File: src/rtl/spi_pkg.sv
// -----------------------------------------------------------------------------
// spi_pkg
// Shared definitions for the SPI streaming transmitter: FSM state encoding,
// default word/frame sizes, synchronizer depth and a counter-width helper.
// No ports (package).
// -----------------------------------------------------------------------------
package spi_pkg;

  localparam int DEF_WORD_BITS   = 16;
  localparam int DEF_FRAME_WORDS = 500;
  localparam int SYNC_STAGES     = 2;

  typedef enum logic [1:0] {
    ST_IDLE  = 2'd0,
    ST_LOAD  = 2'd1,
    ST_SHIFT = 2'd2
  } state_e;

  // Width of a counter that must hold values 0..n-1; never narrower than 1 bit.
  function automatic int cnt_width(input int n);
    return (n > 1) ? $clog2(n) : 1;
  endfunction

endpackage

File: src/rtl/edge_sync.sv
// -----------------------------------------------------------------------------
// edge_sync
// Brings an asynchronous level into the clk domain through a flop chain and
// produces one-clk rise/fall pulses from an extra edge-detect register.
//   clk    in   system clock
//   rst    in   asynchronous active-low reset
//   din    in   asynchronous input level
//   level  out  synchronized level
//   rise   out  one-clk pulse on a synchronized 0->1 transition
//   fall   out  one-clk pulse on a synchronized 1->0 transition
// STAGES must be 2 or more. RESET_VAL is the idle level of the input, so that
// reset itself never creates an edge pulse.
// -----------------------------------------------------------------------------
module edge_sync
  import spi_pkg::*;
#(
  parameter int   STAGES    = SYNC_STAGES,
  parameter logic RESET_VAL = 1'b0
) (
  input  logic clk,
  input  logic rst,
  input  logic din,
  output logic level,
  output logic rise,
  output logic fall
);

  logic [STAGES-1:0] sync_q;
  logic              prev_q;

  always_ff @(posedge clk or negedge rst) begin
    if (!rst) begin
      sync_q <= {STAGES{RESET_VAL}};
      prev_q <= RESET_VAL;
    end else begin
      sync_q <= {sync_q[STAGES-2:0], din};
      prev_q <= sync_q[STAGES-1];
    end
  end

  assign level = sync_q[STAGES-1];
  assign rise  = level & ~prev_q;
  assign fall  = ~level & prev_q;

endmodule

File: src/rtl/spi_stream_tx.sv
// -----------------------------------------------------------------------------
// spi_stream_tx
// SPI mode-0 slave transmitter streaming words from a show-ahead FIFO to the
// Raspberry Pi, MSB first. All logic runs on clk; sclk and SPI_cs are sampled
// through synchronizers.
//   clk         in   system clock
//   rst         in   asynchronous active-low reset
//   sclk        in   SPI clock from master (asynchronous)
//   SPI_cs      in   SPI chip select, active low (asynchronous)
//   fifo_data   in   FIFO head word, valid while fifo_empty is low
//   fifo_empty  in   FIFO empty flag
//   fifo_rd     out  one-clk FIFO pop strobe
//   MISO        out  serial data to master
//   word_done   out  pulse when the master samples the last bit of a word
//   frame_done  out  pulse together with the FRAME_WORDS-th word_done
//   underrun    out  sticky: a word was loaded while the FIFO was empty
//   busy        out  high whenever the FSM is not idle
// -----------------------------------------------------------------------------
module spi_stream_tx
  import spi_pkg::*;
#(
  parameter int WORD_BITS   = DEF_WORD_BITS,
  parameter int FRAME_WORDS = DEF_FRAME_WORDS
) (
  input  logic                 clk,
  input  logic                 rst,
  input  logic                 sclk,
  input  logic                 SPI_cs,
  input  logic [WORD_BITS-1:0] fifo_data,
  input  logic                 fifo_empty,
  output logic                 fifo_rd,
  output logic                 MISO,
  output logic                 word_done,
  output logic                 frame_done,
  output logic                 underrun,
  output logic                 busy
);

  localparam int BIT_W  = cnt_width(WORD_BITS);
  localparam int WCNT_W = cnt_width(FRAME_WORDS);
  localparam logic [BIT_W-1:0]  LAST_BIT  = BIT_W'(WORD_BITS - 1);
  localparam logic [WCNT_W-1:0] LAST_WORD = WCNT_W'(FRAME_WORDS - 1);

  state_e                 state_q, state_d;
  logic [WORD_BITS-1:0]   shreg_q;
  logic [BIT_W-1:0]       bit_cnt_q;
  logic [WCNT_W-1:0]      word_cnt_q;
  logic                   word_end_q;
  logic [SYNC_STAGES-1:0] settle_q;
  logic                   armed_q;

  logic sclk_level, sclk_rise, sclk_fall;
  logic cs_level, cs_rise, cs_fall;

  edge_sync #(.STAGES(SYNC_STAGES), .RESET_VAL(1'b0)) u_sclk_sync (
    .clk   (clk),
    .rst   (rst),
    .din   (sclk),
    .level (sclk_level),
    .rise  (sclk_rise),
    .fall  (sclk_fall)
  );

  edge_sync #(.STAGES(SYNC_STAGES), .RESET_VAL(1'b1)) u_cs_sync (
    .clk   (clk),
    .rst   (rst),
    .din   (SPI_cs),
    .level (cs_level),
    .rise  (cs_rise),
    .fall  (cs_fall)
  );

  // The cs synchronizer resets to "deasserted", so if the master holds cs low
  // across a reset the chain shows a phantom fall once it refills. Frames are
  // only accepted after the lines have been seen at their idle levels with
  // real (post-reset) samples, which keeps a reset mid-frame from popping.
  always_ff @(posedge clk or negedge rst) begin
    if (!rst) begin
      settle_q <= '0;
      armed_q  <= 1'b0;
    end else begin
      settle_q <= {settle_q[SYNC_STAGES-2:0], 1'b1};
      if (settle_q[SYNC_STAGES-1] && cs_level && !sclk_level)
        armed_q <= 1'b1;
    end
  end

  // cs rise has priority over everything, including a coincident sclk edge.
  always_comb begin
    state_d = state_q;
    if (cs_rise) begin
      state_d = ST_IDLE;
    end else begin
      case (state_q)
        ST_IDLE:  if (cs_fall && armed_q) state_d = ST_LOAD;
        ST_LOAD:  state_d = ST_SHIFT;
        ST_SHIFT: if (sclk_fall && word_end_q) state_d = ST_LOAD;
        default:  state_d = ST_IDLE;
      endcase
    end
  end

  always_ff @(posedge clk or negedge rst) begin
    if (!rst) state_q <= ST_IDLE;
    else      state_q <= state_d;
  end

  // Shift register loads in LOAD and shifts on sclk falls; the fall after the
  // last bit is consumed by the transition to LOAD instead of a shift.
  always_ff @(posedge clk or negedge rst) begin
    if (!rst) begin
      shreg_q  <= '0;
      underrun <= 1'b0;
    end else if (state_q == ST_LOAD) begin
      if (fifo_empty) begin
        shreg_q  <= '0;
        underrun <= 1'b1;
      end else begin
        shreg_q <= fifo_data;
      end
    end else if (state_q == ST_SHIFT && sclk_fall && !cs_rise && !word_end_q) begin
      shreg_q <= {shreg_q[WORD_BITS-2:0], 1'b0};
    end
  end

  // word_end_q remembers that the last bit has been sampled and the next
  // sclk fall must reload rather than shift.
  always_ff @(posedge clk or negedge rst) begin
    if (!rst) begin
      bit_cnt_q  <= '0;
      word_end_q <= 1'b0;
    end else if (cs_rise || state_q != ST_SHIFT) begin
      bit_cnt_q  <= '0;
      word_end_q <= 1'b0;
    end else if (sclk_rise) begin
      if (bit_cnt_q == LAST_BIT) begin
        bit_cnt_q  <= '0;
        word_end_q <= 1'b1;
      end else begin
        bit_cnt_q <= bit_cnt_q + 1'b1;
      end
    end
  end

  always_ff @(posedge clk or negedge rst) begin
    if (!rst)           word_cnt_q <= '0;
    else if (word_done) word_cnt_q <= frame_done ? '0 : word_cnt_q + 1'b1;
  end

  assign word_done  = (state_q == ST_SHIFT) && sclk_rise && !cs_rise && (bit_cnt_q == LAST_BIT);
  assign frame_done = word_done && (word_cnt_q == LAST_WORD);
  assign fifo_rd    = (state_q == ST_LOAD) && !fifo_empty;
  assign busy       = (state_q != ST_IDLE);
  assign MISO       = busy & shreg_q[WORD_BITS-1];

endmodule

File: config.mk
export PLATFORM = sky130hd
export DESIGN_NAME = spi_stream_tx
export DESIGN_NICKNAME = d
export VERILOG_FILES = /design/src/rtl/spi_pkg.sv /design/src/rtl/edge_sync.sv /design/src/rtl/spi_stream_tx.sv
export SDC_FILE = /design/constraint.sdc
export NUM_CORES = 1
export LEC_CHECK = 0
export CAP_MARGIN = 20
export CORE_MARGIN = 4
export CORE_UTILIZATION = 40
export CTS_CLUSTER_SIZE = 16
export DETAILED_ROUTE_END_ITERATION = 8
export PLACE_DENSITY = 0.64
export SLEW_MARGIN = 20
export SYNTH_ARGS = -nofsm -noshare
export SYNTH_HDL_FRONTEND = slang
export SYNTH_HIERARCHICAL = 1
export SYNTH_SLANG_ARGS = --single-unit
File: constraint.sdc
create_clock -name clk -period 1.6 [get_ports clk]
set_input_delay 0.32 -clock clk [delete_from_list [all_inputs] [get_ports clk]]
set_output_delay 0.32 -clock clk [all_outputs]
set_load 0.05 [all_outputs]
Yosys cells after proc, flatten, opt, wreduce, memory -nomap -nowiden
Index checks and enable logic that the tools add are counted.
- logic and storage cells: 69
- bits of input ports: 21
- register bits: 42
- mux-type cells: 14
- reductions and logical operators: 25
- equality and inequality tests: 7
- add/subtract/negate cells: 2
- bitwise logic cells: 9
- operators by type and width (kind ; count):
    two-way mux 16 bit ; 3
    logical AND 1 bit ; 12
    two-way mux 4 bit ; 3
    adder 9 x 1 -> 9 bit (second input constant) ; 1
    equality test 9 bit (second input constant) ; 1
    two-way mux 9 bit ; 1
    nonzero test 2 bit ; 4
    two-way mux 2 bit ; 3
    != test 3 bit (second input constant) ; 2
    one-hot mux 2 bit (3 select lines) ; 1
    AND reduction 2 bit ; 3
    AND 1 bit ; 5
    adder 4 x 1 -> 4 bit (second input constant) ; 1
    equality test 4 bit (second input constant) ; 1
    zero test 1 bit ; 4
    NOT 1 bit ; 4
    two-way mux 1 bit ; 3
    equality test 2 x 1 -> 1 bit (second input constant) ; 1
    equality test 2 bit (second input constant) ; 1
    zero test 2 bit ; 1
    != test 2 bit (second input constant) ; 1
    logical OR 1 bit ; 1

Logic depth before layout (Yosys ltp)
Gate-level depths: netlist of run 1.
- word-level depth: 7
- gate-level depth with buffers: 6
- gate-level depth less buffers: 5

Modules after synthesis
The synthesis of run 1 kept the hierarchy.
- modules (own cells, without submodules) (module ; sequential area each (um^2) ; times used ; area each (um^2) ; cells each):
    spi_stream_tx ; 900.9 ; 1 ; 1786.7 ; 189
    edge_sync at u_cs_sync ; 78.8 ; 1 ; 93.8 ; 5
    edge_sync at u_sclk_sync ; 75.1 ; 1 ; 90.1 ; 5

Worst setup path before layout of run 1
OpenSTA, ideal clock, no wires.
- kind: register -> output
- start point: register u_sclk_sync.sync_q[1]
- end point: output port frame_done
- data arrival time: 2.122 ns
- path buffers: 1
- stages on the path, launching flop included: 6
- path slack: -0.842 ns
- path through: dfrtp_1 -> nor2b_1 -> clkbuf_2 -> and4_1 -> nand3_1 -> nor3_1
- word-level cells in the longest chain between the ends: 5
- ends and longest elaborated chain (item ; RTL line ; RTL):
    start, declared ; edge_sync.sv:28 ; logic [STAGES-1:0] sync_q;
    start signal, assigned ; edge_sync.sv:33 ; sync_q <= {STAGES{RESET_VAL}};
    start signal, assigned ; edge_sync.sv:36 ; sync_q <= {sync_q[STAGES-2:0], din};
    AND 1 bit ; edge_sync.sv:42 ; assign rise = level & ~prev_q;
    named net sclk_rise ; spi_stream_tx.sv:52 ; logic sclk_level, sclk_rise, sclk_fall;
    logical AND 1 bit (3 in series) ; spi_stream_tx.sv:150 ; assign word_done = (state_q == ST_SHIFT) && sclk_rise && !cs_rise && (bit_cnt_q == LAST_BIT);
    logical AND 1 bit ; spi_stream_tx.sv:151 ; assign frame_done = word_done && (word_cnt_q == LAST_WORD);
    end, declared ; spi_stream_tx.sv:34 ; output logic frame_done,
The timed path passes the listed nets, and every way through them passes these cells.

Worst setup path in the final report of run 1
- start point: register u_cs_sync.prev_q
- end point: output port frame_done
- word-level cells in the longest chain between the ends: 6
- ends and longest elaborated chain (item ; RTL line ; RTL):
    start, declared ; edge_sync.sv:29 ; logic prev_q;
    start signal, assigned ; edge_sync.sv:37 ; prev_q <= sync_q[STAGES-1];
    NOT 1 bit ; edge_sync.sv:42 ;
    AND 1 bit ; edge_sync.sv:42 ;
    named net cs_rise ; spi_stream_tx.sv:53 ; logic cs_level, cs_rise, cs_fall;
    zero test 1 bit ; spi_stream_tx.sv:150 ;
    logical AND 1 bit (2 in series) ; spi_stream_tx.sv:150 ;
    logical AND 1 bit ; spi_stream_tx.sv:151 ;
The timed path passes the listed nets, and every way through them passes these cells.

==> impl_metrics.xml, run 1 <==
<?xml version="1.0" encoding="UTF-8"?>
<metrics>
  <group name="die">
    <metric name="boundaryPins" unit="">27</metric>
    <metric name="fp.dieW" unit="um">78.19</metric>
    <metric name="floorplan.rows" unit="">25</metric>
    <metric name="chipHeight" unit="um">78.19</metric>
    <metric name="floorplan.initialDensity" unit="%">41.45</metric>
    <metric name="design.core.area" unit="mm2">0.004755</metric>
    <metric name="die-area" unit="mm2">0.006114</metric>
  </group>
  <group name="layout">
    <metric name="areaGrowthSynthToFinish" unit="%">44.19</metric>
    <metric name="final_layout_size_suffix_gt1_share" unit="%">29.77</metric>
    <metric name="finalInstanceArea" unit="mm2">0.002841</metric>
    <metric name="num_antenna_cells" unit="">0</metric>
    <metric name="layout.nets" unit="">284</metric>
    <metric name="multi_input_combinational_cell_area" unit="um2">937.1</metric>
    <metric name="most_frequent_cells_in_the_layout" unit="">sky130_fd_sc_hd__dfrtp_1, sky130_fd_sc_hd__buf_4, sky130_fd_sc_hd__nand2_1, sky130_fd_sc_hd__a21oi_1, sky130_fd_sc_hd__clkdlybuf4s50_1</metric>
    <metric name="register_area" unit="mm2">0.001056</metric>
    <metric name="final.fill_count" unit="">428</metric>
    <metric name="most_common_library_cell_in_the_layout_ignoring_fill_and_taps" unit="">sky130_fd_sc_hd__dfrtp_1</metric>
  </group>
  <group name="worst_setup_path">
    <metric name="timing.critical_path.arrival" unit="ns">1.59</metric>
    <metric name="critPathTopFamily" unit="">simple AND/OR/NAND/NOR gates</metric>
    <metric name="worstPathMaxFanout" unit="">3</metric>
    <metric name="cp_slowest_cell" unit="">sky130_fd_sc_hd__dfstp_2</metric>
    <metric name="crit_path_largest_cell_delay" unit="ns">0.54</metric>
    <metric name="critPathRequiredTime" unit="ns">1.28</metric>
    <metric name="worstRegToRegCells" unit="">6</metric>
    <metric name="timing.critical_path.buf_inv" unit="">1</metric>
    <metric name="crit-reg2reg-launch" unit="">u_cs_sync/prev_q</metric>
    <metric name="setup.worst_path.start_class" unit="">flop</metric>
    <metric name="worstSetupEndpointType" unit="">primary output</metric>
    <metric name="regToRegSetupSlack" unit="ns">-0.23</metric>
    <metric name="regToRegEndpoint" unit="">shreg_q[0]</metric>
    <metric name="timing_worst_setup_path_type" unit="">reg -&gt; out</metric>
    <metric name="crit_path_cell_trace" unit="">nor2b_2 -&gt; nor3b_2 -&gt; nand3_4 -&gt; nor3_4 -&gt; buf_12</metric>
  </group>
  <group name="power">
    <metric name="p_leak" unit="nW">1.209</metric>
    <metric name="power" unit="mW">2.805</metric>
    <metric name="ir_drop" unit="mV">0.3980</metric>
    <metric name="power_density" unit="mW/mm2">987.2</metric>
  </group>
  <group name="timing">
    <metric name="rsz0062_at_grt" unit="">yes</metric>
    <metric name="post-route-worst-setup-slack" unit="ns">-0.3075</metric>
    <metric name="hold_viol_final" unit="">0</metric>
    <metric name="final_min_period_over_clock_period" unit="%">119.2</metric>
    <metric name="setup_tns" unit="ns">-4.376</metric>
    <metric name="period_minus_slack" unit="ns">1.907</metric>
    <metric name="final-setup-viol-count" unit="">26</metric>
    <metric name="achievable-frequency" unit="GHz">0.5243</metric>
    <metric name="report.final.slew_viol_count" unit="">0</metric>
    <metric name="clock_skew" unit="ns">0.004747</metric>
  </group>
  <group name="logic_synthesis">
    <metric name="yosysUniqueCellTypes" unit="">38</metric>
    <metric name="synthesis.instances" unit="">199</metric>
    <metric name="synthesis.area" unit="mm2">0.001971</metric>
    <metric name="number_of_flops_mapped_to_enable_cells_by_yosys" unit="">0</metric>
    <metric name="syn_nets" unit="">222</metric>
    <metric name="syn_avg_cell_area" unit="um2">9.903</metric>
    <metric name="synth-warning-count" unit="">6</metric>
    <metric name="flip_flop_and_latch_count_after_synthesis" unit="">42</metric>
    <metric name="synth.yosys.seq_area_share" unit="%">53.52</metric>
    <metric name="synthFlopType" unit="">sky130_fd_sc_hd__dfrtp_1</metric>
    <metric name="synth-async-reset-ratio" unit="%">100.0</metric>
  </group>
  <group name="status">
    <metric name="status" unit="">finished with violations</metric>
    <metric name="violations" unit="">setup timing</metric>
  </group>
  <group name="clock_network">
    <metric name="worst_setup_hold_path_clk_slew" unit="ns">0.08</metric>
    <metric name="clock_tree_from_tritoncts" unit="">done</metric>
    <metric name="cts-buffers-inserted" unit="">5</metric>
    <metric name="insertion_delay" unit="ns">0.29</metric>
    <metric name="cts.sink_count" unit="">42</metric>
    <metric name="ctsRootBufferMaster" unit="">sky130_fd_sc_hd__clkbuf_8</metric>
    <metric name="cts_htree_levels" unit="">2</metric>
    <metric name="clock_path_buffers" unit="">2</metric>
  </group>
  <group name="place">
    <metric name="dp_worst_setup_slack" unit="ns">-0.1213</metric>
    <metric name="placement.cell_area" unit="mm2">0.002547</metric>
    <metric name="dp_hpwl" unit="um">2779</metric>
    <metric name="place.gp.congestion" unit="">0.7852</metric>
    <metric name="port_buffers" unit="">26</metric>
  </group>
  <group name="routing">
    <metric name="postRouteWirelength" unit="um">4057</metric>
    <metric name="routed-via-count" unit="">1604</metric>
    <metric name="antenna_violating_nets_post_route" unit="">0</metric>
    <metric name="drt_first_pass_iters" unit="">4</metric>
    <metric name="route.detailed.drc" unit="">0</metric>
    <metric name="detail_route.vias_per_cell" unit="">4.875</metric>
    <metric name="post_drt_wl_per_cell" unit="um">12.33</metric>
    <metric name="drt_iter0_drc" unit="">45</metric>
  </group>
  <group name="worst_hold_path">
    <metric name="min_delay_path_depth" unit="">0</metric>
    <metric name="hold_class" unit="">reg -&gt; reg</metric>
    <metric name="min_from" unit="">settle_q[0]</metric>
    <metric name="worstHoldEndpoint" unit="">settle_q[1]</metric>
  </group>
  <group name="global_route">
    <metric name="global_route.usage.total" unit="%">14.21</metric>
    <metric name="wire_length_of_the_first_global_routing_pass" unit="um">7017</metric>
    <metric name="pin_count_of_the_biggest_net_entering_global_routing" unit="">32</metric>
    <metric name="grt-ovfl-total" unit="">0</metric>
    <metric name="first_global_vias" unit="">1623</metric>
    <metric name="antenna_found_initial" unit="">0</metric>
  </group>
  <group name="flow_run">
    <metric name="cap_violations" unit="">0</metric>
  </group>
</metrics>
-- cell usage after synthesis (all sizes together), types with 4 or more instances --
master	instances	area [um2]
o21ai	22	110.1
nand2	24	90.09
a21oi	19	95.09
clkbuf	11	42.54
nor3	5	25.02
nand3	4	20.02
nand4	4	25.02
nor2	12	47.55
nor3b	16	120.1
dfrtp	39	975.9
inv	4	15.01
-- worst max path at each step --
stage	depth (start not counted)	end	start	slack, ns
5_1_grt	5	frame_done	u_cs_sync/prev_q	-0.37
6_report	5	frame_done	u_cs_sync/prev_q	-0.31
3_5_place_dp	5	shreg_q[0]	u_cs_sync/prev_q	-0.12
4_1_cts	5	frame_done	u_cs_sync/prev_q	-0.32
3_3_place_gp	5	shreg_q[0]	u_cs_sync/prev_q	-0.10
2_1_floorplan	6	word_cnt_q[3]	u_cs_sync/prev_q	-0.22
-- cell families (layout without fill, tap and decap cells) --
kind of cell / count (synthesis) / after routing / share of synthesized area (%)
XOR/XNOR: 5 / 5 / 2.223
buffers and inverters: 16 / 78 / 3.492
AO/OA/AOI/OAI: 49 / 49 / 13.65
adder cells (fa/ha/maj): 2 / 2 / 1.270
flip-flops: 42 / 42 / 53.52
other: 1 / 1 / 0.1903
multiplexers: 2 / 2 / 1.016
AND/OR/NAND/NOR: 82 / 83 / 24.64
-- area by class of cell --
class | count | share of cell area (%)
Sequential cell | 42 | 37.16
Multi-Input combinational cell | 142 | 32.98
Timing Repair Buffer | 66 | 22.50
Clock buffer | 8 | 3.875
Tap cell | 67 | 2.950
Inverter | 4 | 0.5284
-- report_power, final --
group,total (mW),leakage (nW),switching (mW),internal [mW]
Clock,0.790,0.0575,0.354,0.436
Sequential,1.36,0.541,0.105,1.26
Combinational,0.655,0.611,0.320,0.335
Total,2.81,1.21,0.780,2.03
-- routing by layer --
metal	vias to the layer above	global-route usage (%)	part of all wire (%)
met5	-	0	0
met2	15	23.89	48
met1	761	17.88	47
met4	0	5.944	1.9
li1	823	-	-
met3	5	2.752	2.7
-- what timing repair did --
item,in CTS,in global routing
setup endpoints to repair,24,33
resized for setup,17,16
setup buffers,7,8
hold buffers,1,0
cloned,1,0
hold endpoints to repair,12,0
pin swaps,9,6
-- flip-flops by register name, indices dropped and copies added, names as in the netlist, 2 cells and up --
signal	cells
state_q	2
settle_q	2
shreg_q	16
bit_cnt_q	4
word_cnt_q	9
u_cs_sync/sync_q	2
u_sclk_sync/sync_q	2
-- through the flow --
| step | hold WS, ns | utilization [%] | instances |
|---|---|---|---|
| final | 0.3519 | 59.76 | 329 |
| after global routing | 0.3674 | 59.76 | 329 |
| after CTS | 0.3529 | 57.84 | 321 |
| after detailed placement | 0.2371 | 53.58 | 305 |
| after global placement | 0.2416 | 53.58 | 305 |
| after floorplan | 0.02441 | - | 199 |
Note: power is estimated with default switching activity, not from simulation.
==> run 2, diff against run 1 <==
--- a/config.mk
+++ b/config.mk
@@ -6,11 +6,13 @@
 export NUM_CORES = 1
 export LEC_CHECK = 0
 export CAP_MARGIN = 20
+export CELL_PAD_IN_SITES_DETAIL_PLACEMENT = 1
+export CELL_PAD_IN_SITES_GLOBAL_PLACEMENT = 1
 export CORE_MARGIN = 4
-export CORE_UTILIZATION = 40
+export CORE_UTILIZATION = 38
 export CTS_CLUSTER_SIZE = 16
 export DETAILED_ROUTE_END_ITERATION = 8
-export PLACE_DENSITY = 0.64
+export PLACE_DENSITY = 0.75
 export SLEW_MARGIN = 20
 export SYNTH_ARGS = -nofsm -noshare
 export SYNTH_HDL_FRONTEND = slang
==> run 2 against run 1 <==
Net effect: the flow still finishes with violations (setup timing); sequential power increased by 7%; critical endpoint is now word_done; cell area increased by 6.7%; register-to-register slack got worse by 0.18 ns; critical path depth unchanged; final cell count decreased by 1.2%.
==> impl_metrics.xml, run 2 (synthesized netlist as in run 1, its figures left out) <==
<?xml version="1.0" encoding="UTF-8"?>
<metrics>
  <group name="die">
    <metric name="design.core.area" unit="mm2">0.004880</metric>
    <metric name="floorplan.rows" unit="">25</metric>
    <metric name="floorplan.initialDensity" unit="%">40.38</metric>
    <metric name="boundaryPins" unit="">27</metric>
    <metric name="fp.dieW" unit="um">80.02</metric>
    <metric name="die-area" unit="mm2">0.006402</metric>
    <metric name="chipHeight" unit="um">80.02</metric>
  </group>
  <group name="worst_setup_path">
    <metric name="setup.worst_path.start_class" unit="">flop</metric>
    <metric name="critPathRequiredTime" unit="ns">1.28</metric>
    <metric name="worstSetupEndpointType" unit="">primary output</metric>
    <metric name="timing_worst_setup_path_type" unit="">reg -&gt; out</metric>
    <metric name="regToRegEndpoint" unit="">shreg_q[0]</metric>
    <metric name="worstPathMaxFanout" unit="">3</metric>
    <metric name="worstRegToRegCells" unit="">6</metric>
    <metric name="crit-reg2reg-launch" unit="">u_cs_sync/prev_q</metric>
    <metric name="regToRegSetupSlack" unit="ns">-0.41</metric>
    <metric name="timing.critical_path.arrival" unit="ns">1.73</metric>
  </group>
  <group name="layout">
    <metric name="most_frequent_cells_in_the_layout" unit="">sky130_fd_sc_hd__dfrtp_1, sky130_fd_sc_hd__buf_4, sky130_fd_sc_hd__a21oi_1, sky130_fd_sc_hd__clkdlybuf4s50_1, sky130_fd_sc_hd__nor3b_1</metric>
    <metric name="final_cells" unit="">325</metric>
    <metric name="layout.nets" unit="">280</metric>
    <metric name="finalInstanceArea" unit="mm2">0.003032</metric>
    <metric name="final.fill_count" unit="">515</metric>
    <metric name="largest_reg_flops" unit="">16</metric>
    <metric name="largestRegisters" unit="">shreg_q x16, word_cnt_q x9, bit_cnt_q x4</metric>
    <metric name="largest-register" unit="">shreg_q</metric>
    <metric name="most_common_library_cell_in_the_layout_ignoring_fill_and_taps" unit="">sky130_fd_sc_hd__dfrtp_1</metric>
    <metric name="areaGrowthSynthToFinish" unit="%">53.84</metric>
    <metric name="final_layout_size_suffix_gt1_share" unit="%">38.37</metric>
    <metric name="num_antenna_cells" unit="">0</metric>
  </group>
  <group name="routing">
    <metric name="postRouteWirelength" unit="um">6320</metric>
    <metric name="detail_route.vias_per_cell" unit="">5.388</metric>
    <metric name="antenna_violating_nets_post_route" unit="">0</metric>
    <metric name="post_drt_wl_per_cell" unit="um">19.45</metric>
    <metric name="routed-via-count" unit="">1751</metric>
    <metric name="route.detailed.drc" unit="">0</metric>
    <metric name="drt_iter0_drc" unit="">106</metric>
    <metric name="drt_first_pass_iters" unit="">4</metric>
  </group>
  <group name="timing">
    <metric name="achievable-frequency" unit="GHz">0.4880</metric>
    <metric name="final_min_period_over_clock_period" unit="%">128.1</metric>
    <metric name="hold_viol_final" unit="">0</metric>
    <metric name="final-setup-viol-count" unit="">33</metric>
    <metric name="final.hold.worst_slack" unit="ns">0.3576</metric>
    <metric name="rsz0062_at_grt" unit="">yes</metric>
    <metric name="report.final.slew_viol_count" unit="">0</metric>
    <metric name="clock_skew" unit="ns">0.01617</metric>
    <metric name="post-route-worst-setup-slack" unit="ns">-0.4492</metric>
    <metric name="period_minus_slack" unit="ns">2.049</metric>
  </group>
  <group name="clock_network">
    <metric name="ctsRootBufferMaster" unit="">sky130_fd_sc_hd__clkbuf_8</metric>
    <metric name="clock_path_buffers" unit="">2</metric>
    <metric name="insertion_delay" unit="ns">0.30</metric>
    <metric name="worst_setup_hold_path_clk_slew" unit="ns">0.08</metric>
    <metric name="cts-buffers-inserted" unit="">5</metric>
    <metric name="clock_tree_from_tritoncts" unit="">done</metric>
    <metric name="cts.sink_count" unit="">42</metric>
    <metric name="cts_htree_levels" unit="">2</metric>
  </group>
  <group name="flow_run">
    <metric name="cap_violations" unit="">0</metric>
  </group>
  <group name="global_route">
    <metric name="antenna_found_initial" unit="">0</metric>
    <metric name="first_global_vias" unit="">1886</metric>
    <metric name="grt_util_met1" unit="%">25.62</metric>
    <metric name="grt-ovfl-total" unit="">0</metric>
    <metric name="grt_util_met3" unit="%">3.386</metric>
    <metric name="wire_length_of_the_first_global_routing_pass" unit="um">9660</metric>
    <metric name="global_route.usage.total" unit="%">19.59</metric>
    <metric name="pin_count_of_the_biggest_net_entering_global_routing" unit="">20</metric>
    <metric name="use_met2" unit="%">32.86</metric>
    <metric name="gr-max-usage-layer" unit="">met2</metric>
  </group>
  <group name="place">
    <metric name="dpl.cell_count" unit="">304</metric>
    <metric name="port_buffers" unit="">26</metric>
    <metric name="dp_hpwl" unit="um">3344</metric>
    <metric name="place.gp.congestion" unit="">0.7727</metric>
    <metric name="placement.cell_area" unit="mm2">0.002552</metric>
  </group>
  <group name="power">
    <metric name="power" unit="mW">3.104</metric>
    <metric name="ir_drop" unit="mV">0.6176</metric>
    <metric name="power_density" unit="mW/mm2">1024</metric>
    <metric name="p_leak" unit="nW">1.288</metric>
  </group>
  <group name="worst_hold_path">
    <metric name="min_from" unit="">settle_q[0]</metric>
    <metric name="worstHoldEndpoint" unit="">settle_q[1]</metric>
    <metric name="hold_class" unit="">reg -&gt; reg</metric>
    <metric name="min_delay_path_depth" unit="">0</metric>
  </group>
  <group name="status">
    <metric name="status" unit="">finished with violations</metric>
    <metric name="violations" unit="">setup timing</metric>
  </group>
</metrics>
-- run 2: cell count changes in the layout (fill, tap and decap cells not counted), moves of 3 or more --
cell                       before  now
sky130_fd_sc_hd__nand2_1       24    9
sky130_fd_sc_hd__nand2_4        0   10
sky130_fd_sc_hd__o21ai_2        1   10
sky130_fd_sc_hd__buf_4         32   25
sky130_fd_sc_hd__nand2_2        0    5
sky130_fd_sc_hd__o21ai_1       14    9
sky130_fd_sc_hd__o21ai_0        7    3
sky130_fd_sc_hd__buf_16         0    3
sky130_fd_sc_hd__clkbuf_1       0    3
sky130_fd_sc_hd__clkbuf_8       8    5
-- run 2: area by class of cell --
cell class / count / area, um2 / area share, %
well taps: 67 / 83.83 / 2.765
flip-flops and latches: 42 / 1057 / 34.87
clock buffers: 8 / 80.08 / 2.641
inverters: 4 / 15.01 / 0.4953
multi-input cells: 141 / 1076 / 35.49
repair buffers: 63 / 719.4 / 23.73
-- run 2: per-layer routing --
layer	share of wire, %	vias to the layer above
met1	42	887
met4	2.3	0
met5	0	-
li1	-	820
met3	2.6	12
met2	53	32
-- run 2: through the flow --
step	util [%]	setup WS, ns	TNS (ns)
final	62.13	-0.4492	-8.018
after global routing	62.13	-0.5213	-9.800
after CTS	58.59	-0.4341	-6.220
after detailed placement	52.31	-0.1362	-1.908
after global placement	52.31	-0.1083	-1.221
after floorplan	-	-0.2208	-1.519
-- run 2: where the power goes --
group | total (mW) | internal, mW | switching [mW]
combinational | 0.980 | 0.510 | 0.470
sequential | 1.45 | 1.26 | 0.198
clock | 0.669 | 0.311 | 0.359
-- run 2: critical path, stage by stage (launching register included) --
cell,delay (ns)
sky130_fd_sc_hd__dfstp_2,0.56
sky130_fd_sc_hd__nor2b_4,0.06
sky130_fd_sc_hd__or3b_4,0.43
sky130_fd_sc_hd__buf_12,0.14
sky130_fd_sc_hd__nor2_4,0.11
sky130_fd_sc_hd__buf_12,0.14
-- run 2: worst max-delay path by stage --
stage | from | end | slack [ns]
2_1_floorplan | u_cs_sync/prev_q | word_cnt_q[3] | -0.22
3_3_place_gp | u_cs_sync/prev_q | word_done | -0.11
3_5_place_dp | u_cs_sync/prev_q | word_done | -0.14
4_1_cts | u_cs_sync/prev_q | frame_done | -0.43
5_1_grt | u_sclk_sync/prev_q | frame_done | -0.52
6_report | u_cs_sync/prev_q | word_done | -0.45
-- run 2: what timing repair did --
| action | CTS | global route |
|---|---|---|
| setup buffers | 7 | 2 |
| resized for setup | 26 | 55 |
| gates cloned | 4 | 0 |
| endpoints found under the setup margin | 28 | 35 |
| endpoints found under the hold margin | 4 | 0 |
| hold buffers | 1 | 0 |
| pin swaps | 6 | 20 |
